## src/rtl/bin_to_bcd_seq.sv

```systemverilog
// Sequential double-dabble binary-to-BCD converter for the display path.
// One shift per clock: capture on start, WIDTH shift cycles, one DONE cycle.
// Digits that fall off the top are dropped, so bcd_out is value mod 10^DIGITS,
// and overflow records that a bit ever left the top digit.

// Per-digit add-3 correction applied before each shift.
module bin_to_bcd_digit (
  input  logic [3:0] d,
  output logic [3:0] q
);
  // Digits 5..9 become 8..12 so the following doubling carries into the next digit.
  assign q = (d >= 4'd5) ? (d + 4'd3) : d;
endmodule

module bin_to_bcd_seq #(
  parameter int WIDTH  = 32,
  parameter int DIGITS = 8
) (
  input  logic                  clock,
  input  logic                  reset,
  input  logic                  start,
  input  logic [WIDTH-1:0]      binary_in,
  output logic                  busy,
  output logic                  done,
  output logic [4*DIGITS-1:0]   bcd_out,
  output logic                  overflow
);
  localparam int CW = $clog2(WIDTH + 1);
  localparam int BW = 4 * DIGITS;

  typedef enum logic [1:0] {IDLE, SHIFT, DONE} state_t;

  state_t          state, state_nxt;
  logic [WIDTH-1:0] shift_q;
  logic [BW-1:0]   work_q;
  logic [BW-1:0]   work_adj;
  logic [BW-1:0]   work_nxt;
  logic            ovf_q;
  logic            ovf_nxt;
  logic [CW-1:0]   cnt_q;
  logic            last_shift;

  // All digits corrected in parallel.
  for (genvar g = 0; g < DIGITS; g++) begin : g_dig
    bin_to_bcd_digit u_dig (
      .d (work_q[4*g +: 4]),
      .q (work_adj[4*g +: 4])
    );
  end

  // Shift the corrected work register left, pulling in the next binary MSB;
  // the bit pushed out of the top digit makes the result sticky-overflowed.
  assign work_nxt   = {work_adj[BW-2:0], shift_q[WIDTH-1]};
  assign ovf_nxt    = ovf_q | work_adj[BW-1];
  assign last_shift = (cnt_q == CW'(WIDTH - 1));

  // State register.
  always_ff @(posedge clock) begin
    if (reset) state <= IDLE;
    else       state <= state_nxt;
  end

  // Next state and status outputs.
  always_comb begin
    state_nxt = state;
    busy      = 1'b0;
    done      = 1'b0;
    case (state)
      IDLE: begin
        if (start) state_nxt = SHIFT;
      end
      SHIFT: begin
        busy = 1'b1;
        if (last_shift) state_nxt = DONE;
      end
      DONE: begin
        busy      = 1'b1;
        done      = 1'b1;
        state_nxt = IDLE;
      end
      default: state_nxt = IDLE;
    endcase
  end

  // Datapath: capture, shift, and publish the result on the final shift edge
  // so bcd_out/overflow change only when entering DONE.
  always_ff @(posedge clock) begin
    if (reset) begin
      shift_q  <= '0;
      work_q   <= '0;
      ovf_q    <= 1'b0;
      cnt_q    <= '0;
      bcd_out  <= '0;
      overflow <= 1'b0;
    end else begin
      case (state)
        IDLE: begin
          if (start) begin
            shift_q <= binary_in;
            work_q  <= '0;
            ovf_q   <= 1'b0;
            cnt_q   <= '0;
          end
        end
        SHIFT: begin
          shift_q <= shift_q << 1;
          work_q  <= work_nxt;
          ovf_q   <= ovf_nxt;
          cnt_q   <= cnt_q + CW'(1);
          if (last_shift) begin
            bcd_out  <= work_nxt;
            overflow <= ovf_nxt;
          end
        end
        default: ;
      endcase
    end
  end
endmodule

```

## config.mk

```make
export PLATFORM = sky130hd
export DESIGN_NAME = bin_to_bcd_seq
export DESIGN_NICKNAME = d
export VERILOG_FILES = /design/src/rtl/bin_to_bcd_seq.sv
export SDC_FILE = /design/constraint.sdc
export NUM_CORES = 1
export LEC_CHECK = 0
export CORE_ASPECT_RATIO = 1.2
export CORE_UTILIZATION = 55
export CTS_BUF_LIST = sky130_fd_sc_hd__clkbuf_4
export DETAILED_ROUTE_END_ITERATION = 10
export PLACE_DENSITY_LB_ADDON = 0.2
export RECOVER_POWER = 100
export SKIP_CTS_REPAIR_TIMING = 1
export SLEW_MARGIN = 25
export SYNTH_ARGS = -nofsm -noshare
export SYNTH_HDL_FRONTEND = slang
export SYNTH_SLANG_ARGS = --single-unit
```

## constraint.sdc

```tcl
create_clock -name clock -period 2.4 [get_ports clock]
set_clock_uncertainty 0.1 [all_clocks]
set_input_delay 0.72 -clock clock [delete_from_list [all_inputs] [get_ports clock]]
set_output_delay 0.72 -clock clock [all_outputs]
set_load 0.005 [all_outputs]
```

==> impl_metrics.json, run 1 <==
{
  "status": "finished, final reports clean",
  "synth_top_area_cell": "dfxtp_1",
  "coreArea_sq_um": 8243,
  "min_period_ns": 2.238,
  "cp_max_fo": 11,
  "synthArstFlopShare_pct": 0,
  "h-tree-depth": 3,
  "n_fill_cell": 679,
  "routabilityCongestion": 0.7765,
  "swShare_pct": 32.89,
  "syn_area_sq_um": 4765,
  "setup_viol": 0,
  "min_path_type": "register to register",
  "drt-initial-drc-count": 146,
  "slew_headroom_pct": 54.70,
  "syn_nets": 594,
  "power.density_nw_per_um2": 716.0,
  "num_rows": 36,
  "power_switching_uw": 1339,
  "crit_required_ns": 2.65,
  "crit_type": "input port to register",
  "drt-total-wl_mm": 9.915,
  "yosysSeqAreaShare_pct": 44.54,
  "die-area_sq_um": 9040,
  "vias": 4047,
  "grt_start_max_net_pins": 35,
  "cts_buffers": 9,
  "synthTopCellsByCount": "106 x dfxtp_1, 64 x nor2_1, 40 x nand2b_1",
  "cts_tree": "yes",
  "hpwl_mm": 7.309,
  "leakagePower_uw": 0.002141,
  "synth_most_common_cell": "dfxtp_1",
  "synth-main-ff-cell": "dfxtp_1",
  "cts-root-buf": "clkbuf_4",
  "cap_viol_max_count": 0,
  "syn_to_final_growth_pct": 19.35,
  "rsz0062_at_grt": "false",
  "vias_per_cell": 5.613,
  "crit_path_start_kind": "input port",
  "nets": 660,
  "pwr-share-seq_pct": 52.2,
  "p_int_uw": 2733,
  "die_y_um": 104.0,
  "portBuffers": 69,
  "cts_sinks": 106,
  "slew_viol_final": 0,
  "drc_errors": 0,
  "tightest_slew_ns": 0.6796,
  "ff_latch_area_sq_um": 2123,
  "insertion_delay_ns": 0.46,
  "yosysUniqueCellTypes": 35,
  "yosysTopAreaCellShare_pct": 44.54,
  "grt_overflow": 0,
  "diodes": 0,
  "setup_tns_ns": 0,
  "initial_core_util_pct": 57.80,
  "grt_pass1_vias": 4017,
  "synth_edf_count": 0,
  "clkPwrFrac_pct": 18.9,
  "vdd_drop_max_uv": 489.1,
  "p_comb_share_pct": 29.0,
  "cts.clk_slew.worst_paths_ns": 0.15,
  "drive_above_1_share_pct": 10.05,
  "finalHoldViolCount": 0,
  "antenna_left": 0,
  "fin_crit_sh_pct": 93.27,
  "ys_seq_elements": 106,
  "ioPinCount": 70,
  "arrival_ns": 2.49,
  "wire_per_inst_um": 13.75,
  "hold_ws_ns": 0.3748,
  "syn_inst": 537,
  "drtPass1Iterations": 4,
  "crit_path_end_kind": "register",
  "synth_area_per_cell_sq_um": 8.873,
  "ys_warn_count": 0,
  "fmax_mhz": 446.7,
  "grt_pass1_wl_mm": 17.12,
  "grt_usage_pct": 23.41,
  "antenna_found_initial": 0,
  "ys_top_cells_by_area": "dfxtp_1 45%, ha_1 5.8%, nand2b_1 5.3%",
  "clockBufferDepth": 2,
  "multi_input_area_sq_um": 2374,
  "die_w_um": 86.97
}
-- routing by layer --
metal	routed length, um	GRT usage, %	vias up
met5	0	0	-
met4	223	10.36	0
met3	483	4.841	19
met2	5132	42.46	96
met1	4075	25.60	1920
li1	-	-	2012
-- sequential cells by signal (all words and copies together) (netlist names) --
name	cells
state	2
cnt_q	6
shift_q	32
work_q	32
overflow	1
bcd_out	32
ovf_q	1
-- area by class of cell --
type,count,share of cell area [%]
clock buffer,10,1.320
timing repair buffer,91,15.27
multi-input combinational,376,41.74
clock inverter,5,0.5721
sequential,106,37.34
inverter,19,1.254
tap,114,2.508
-- through the flow --
stage	cell area [sq um]	power (uW)	instances	worst slack, ns	utilization, %
2_1_floorplan	4765	2996	537	0.6611	-
3_3_place_gp	5604	3323	705	0.1537	67.99
3_5_place_dp	5604	3370	705	0.03983	67.99
4_1_cts	5712	4136	720	-0.2266	69.29
5_1_grt	5687	4324	721	0.08020	68.99
6_report	5687	4072	721	0.1616	68.99
-- path summary, 6_finish.rpt --
check / from / to / slack, ns / cells after the start
min reg2reg: ovf_q / ovf_q / 0.37 / 2
max: start / work_q[23] / 0.16 / 6
min: ovf_q / ovf_q / 0.37 / 2
max reg2reg: state[0] / work_q[23] / 0.24 / 7
-- power groups by stage --
| stage | logic, uW | registers (uW) | clock network (uW) |
|---|---|---|---|
| 2_1_floorplan | 870 | 2130 | 0 |
| 3_3_place_gp | 1170 | 2150 | 0 |
| 3_5_place_dp | 1210 | 2160 | 0 |
| 4_1_cts | 1210 | 2120 | 802 |
| 5_1_grt | 1310 | 2150 | 865 |
| 6_report | 1180 | 2120 | 769 |
-- worst max-delay path: stages --
cell	delay (ns)
dlygate4sd3_1	0.59
nand2b_1	0.22
o21ai_0	0.14
clkbuf_1	0.56
a21oi_1	0.10
o32ai_1	0.17
-- layout by cell type, fill, tap and decap left out, types with 8 or more instances in the layout --
master,synthesis,final
nor3b_1,8,8
o32ai_1,8,8
nand2b_1,40,40
o22ai_1,36,36
inv_1,19,19
nor3_1,29,29
nand2_1,38,38
a211oi_1,8,8
clkdlybuf4s50_1,0,32
buf_4,10,11
o21ai_0,29,32
o22ai_2,10,10
clkbuf_4,0,10
a21oi_1,25,25
a311oi_1,9,9
mux2_2,9,8
dlygate4sd3_1,0,34
xnor2_1,8,8
dfxtp_1,106,105
ha_1,22,22
nor2_1,64,64
-- cells by family after synthesis --
kind of cell | share of synthesized area [%]
AOI/OAI and AO/OA | 18.20
xor gates and xnor gates | 2.206
adders and majority gates | 5.777
buffers and inverters | 5.646
DFF | 44.54
muxes | 3.178
and+or+nand+nor | 20.46
(Power assumes the default switching activity.)
==> inputs of run 2 (changes only) <==
--- a/config.mk
+++ b/config.mk
@@ -6,7 +6,7 @@
 export NUM_CORES = 1
 export LEC_CHECK = 0
 export CORE_ASPECT_RATIO = 1.2
-export CORE_UTILIZATION = 55
+export CORE_UTILIZATION = 51
 export CTS_BUF_LIST = sky130_fd_sc_hd__clkbuf_4
 export DETAILED_ROUTE_END_ITERATION = 10
 export PLACE_DENSITY_LB_ADDON = 0.2
==> constraint.sdc (replaced) <==
create_clock -name clock -period 2 [get_ports clock]
set_clock_uncertainty 0.1 [all_clocks]
set_input_delay 0.6 -clock clock [delete_from_list [all_inputs] [get_ports clock]]
set_output_delay 0.6 -clock clock [all_outputs]
set_load 0.005 [all_outputs]
==> impl_metrics.json, run 2 (synthesized netlist as in run 1, its figures left out) <==
{
  "finalPower_uw": 4961,
  "min_path_type": "register to register",
  "vias": 4015,
  "crit_buf_inv": 2,
  "die_w_um": 90.24,
  "crit_required_ns": 1.30,
  "hpwl_mm": 7.112,
  "grt_usage_pct": 20.90,
  "cpPeakStageDelay_ns": 0.38,
  "reg2reg_from": "state[0]",
  "layout_commonest_cell": "dfxtp_1",
  "cts-root-buf": "clkbuf_4",
  "cts.clk_slew.worst_paths_ns": 0.13,
  "top_regs": "bcd_out: 32 flops, shift_q: 32 flops, work_q: 32 flops",
  "cp_max_fo": 4,
  "h-tree-depth": 3,
  "tightest_slew_ns": 0.3533,
  "arrival_ns": 1.24,
  "ioPinCount": 70,
  "crit_type": "register to output pin",
  "drt-initial-drc-count": 137,
  "syn_to_final_growth_pct": 23.16,
  "drive_above_1_share_pct": 12.01,
  "min_from": "ovf_q",
  "setup_tns_ns": 0,
  "path_cells": "inv_2 -> ha_4 -> clkbuf_2",
  "nets": 669,
  "hold_ws_ns": 0.3755,
  "finalHoldViolCount": 0,
  "insertion_delay_ns": 0.46,
  "coreArea_sq_um": 9034,
  "drt-total-wl_mm": 10.05,
  "cts_tree": "yes",
  "grt_start_max_net_pins": 33,
  "cts_sinks": 106,
  "min_period_ns": 1.942,
  "status": "finished, final reports clean",
  "leakagePower_uw": 0.002654,
  "crit_path_start_kind": "register",
  "cap_viol_max_count": 0,
  "layout_common_cells": "104 x dfxtp_1, 64 x nor2_1, 40 x nand2b_1, 40 x o22ai_1, 38 x nand2_1",
  "die-area_sq_um": 9735,
  "num_rows": 38,
  "grt_pass1_vias": 3909,
  "fmax_mhz": 515.0,
  "rsz0062_at_grt": "false",
  "critPathLaunch": "state[1]",
  "routabilityCongestion": 0.7948,
  "initial_core_util_pct": 52.74,
  "fin_crit_sh_pct": 97.08,
  "crit_path_end_kind": "output pin",
  "critical_path.top_delay_family": "flip-flops",
  "grt_overflow": 0,
  "drc_errors": 0,
  "wire_per_inst_um": 13.65,
  "antenna_left": 0,
  "setup_viol": 0,
  "grt_pass1_wl_mm": 16.56,
  "slew_headroom_pct": 76.45,
  "final_cells": 736,
  "critPathSlowestCell": "dfxtp_2",
  "drtPass1Iterations": 4,
  "portBuffers": 69,
  "clockBufferDepth": 2,
  "diodes": 0,
  "die_y_um": 107.9,
  "slew_viol_final": 0,
  "antenna_found_initial": 0,
  "cts_buffers": 9,
  "vias_per_cell": 5.455,
  "vdd_drop_max_uv": 668.7,
  "power.density_nw_per_um2": 845.4,
  "placedCellCount": 712
}
==> run 2: final cells by class <==
| cell class | instances | area, sq um |
|---|---|---|
| fill | 800 | 3166 |
| multi-input combinational | 376 | 2362 |
| sequential | 106 | 2125 |
| timing repair buffer | 100 | 1057 |
| tap | 120 | 150.1 |
| clock buffer | 11 | 82.58 |
| inverter | 19 | 71.32 |
| clock inverter | 4 | 20.02 |
==> run 2: worst paths after layout <==
path	end	slack, ns	cells past startpoint
worst max-delay path	busy	0.06	3
worst min-delay path	ovf_q	0.38	2
worst max register to register	bcd_out[3]	0.16	6
worst min register to register	ovf_q	0.38	2
==> run 2: stage by stage <==
step | setup slack, ns | util, % | instance area, sq um
final | 0.05843 | 64.96 | 5868
after global routing | 0.005885 | 64.96 | 5868
after CTS | -0.4248 | 63.62 | 5747
after detailed placement | -0.1424 | 62.48 | 5644
after global placement | -0.04709 | 62.48 | 5644
after floorplan | 0.2611 | - | 4765
==> run 2: power by group <==
| part | switching, uW | internal (uW) | leakage [uW] |
|---|---|---|---|
| sequential | 151 | 2390 | 0.000862 |
| clock | 649 | 268 | 0.0000578 |
| combinational | 801 | 697 | 0.00173 |
| total | 1600 | 3360 | 0.00265 |
==> run 2: routing by layer <==
metal	up-vias	GRT usage [%]	part of all wire, %
met3	14	3.531	3.8
met2	77	39.75	52
met1	1895	22.33	42
met5	-	0	0
met4	0	10.02	2.0
li1	2029	-	-
==> run 2: worst min-delay path: stages (launching register included) <==
cell,delay [ns]
dfxtp_1,0.32
inv_1,0.06
o22ai_1,0.06
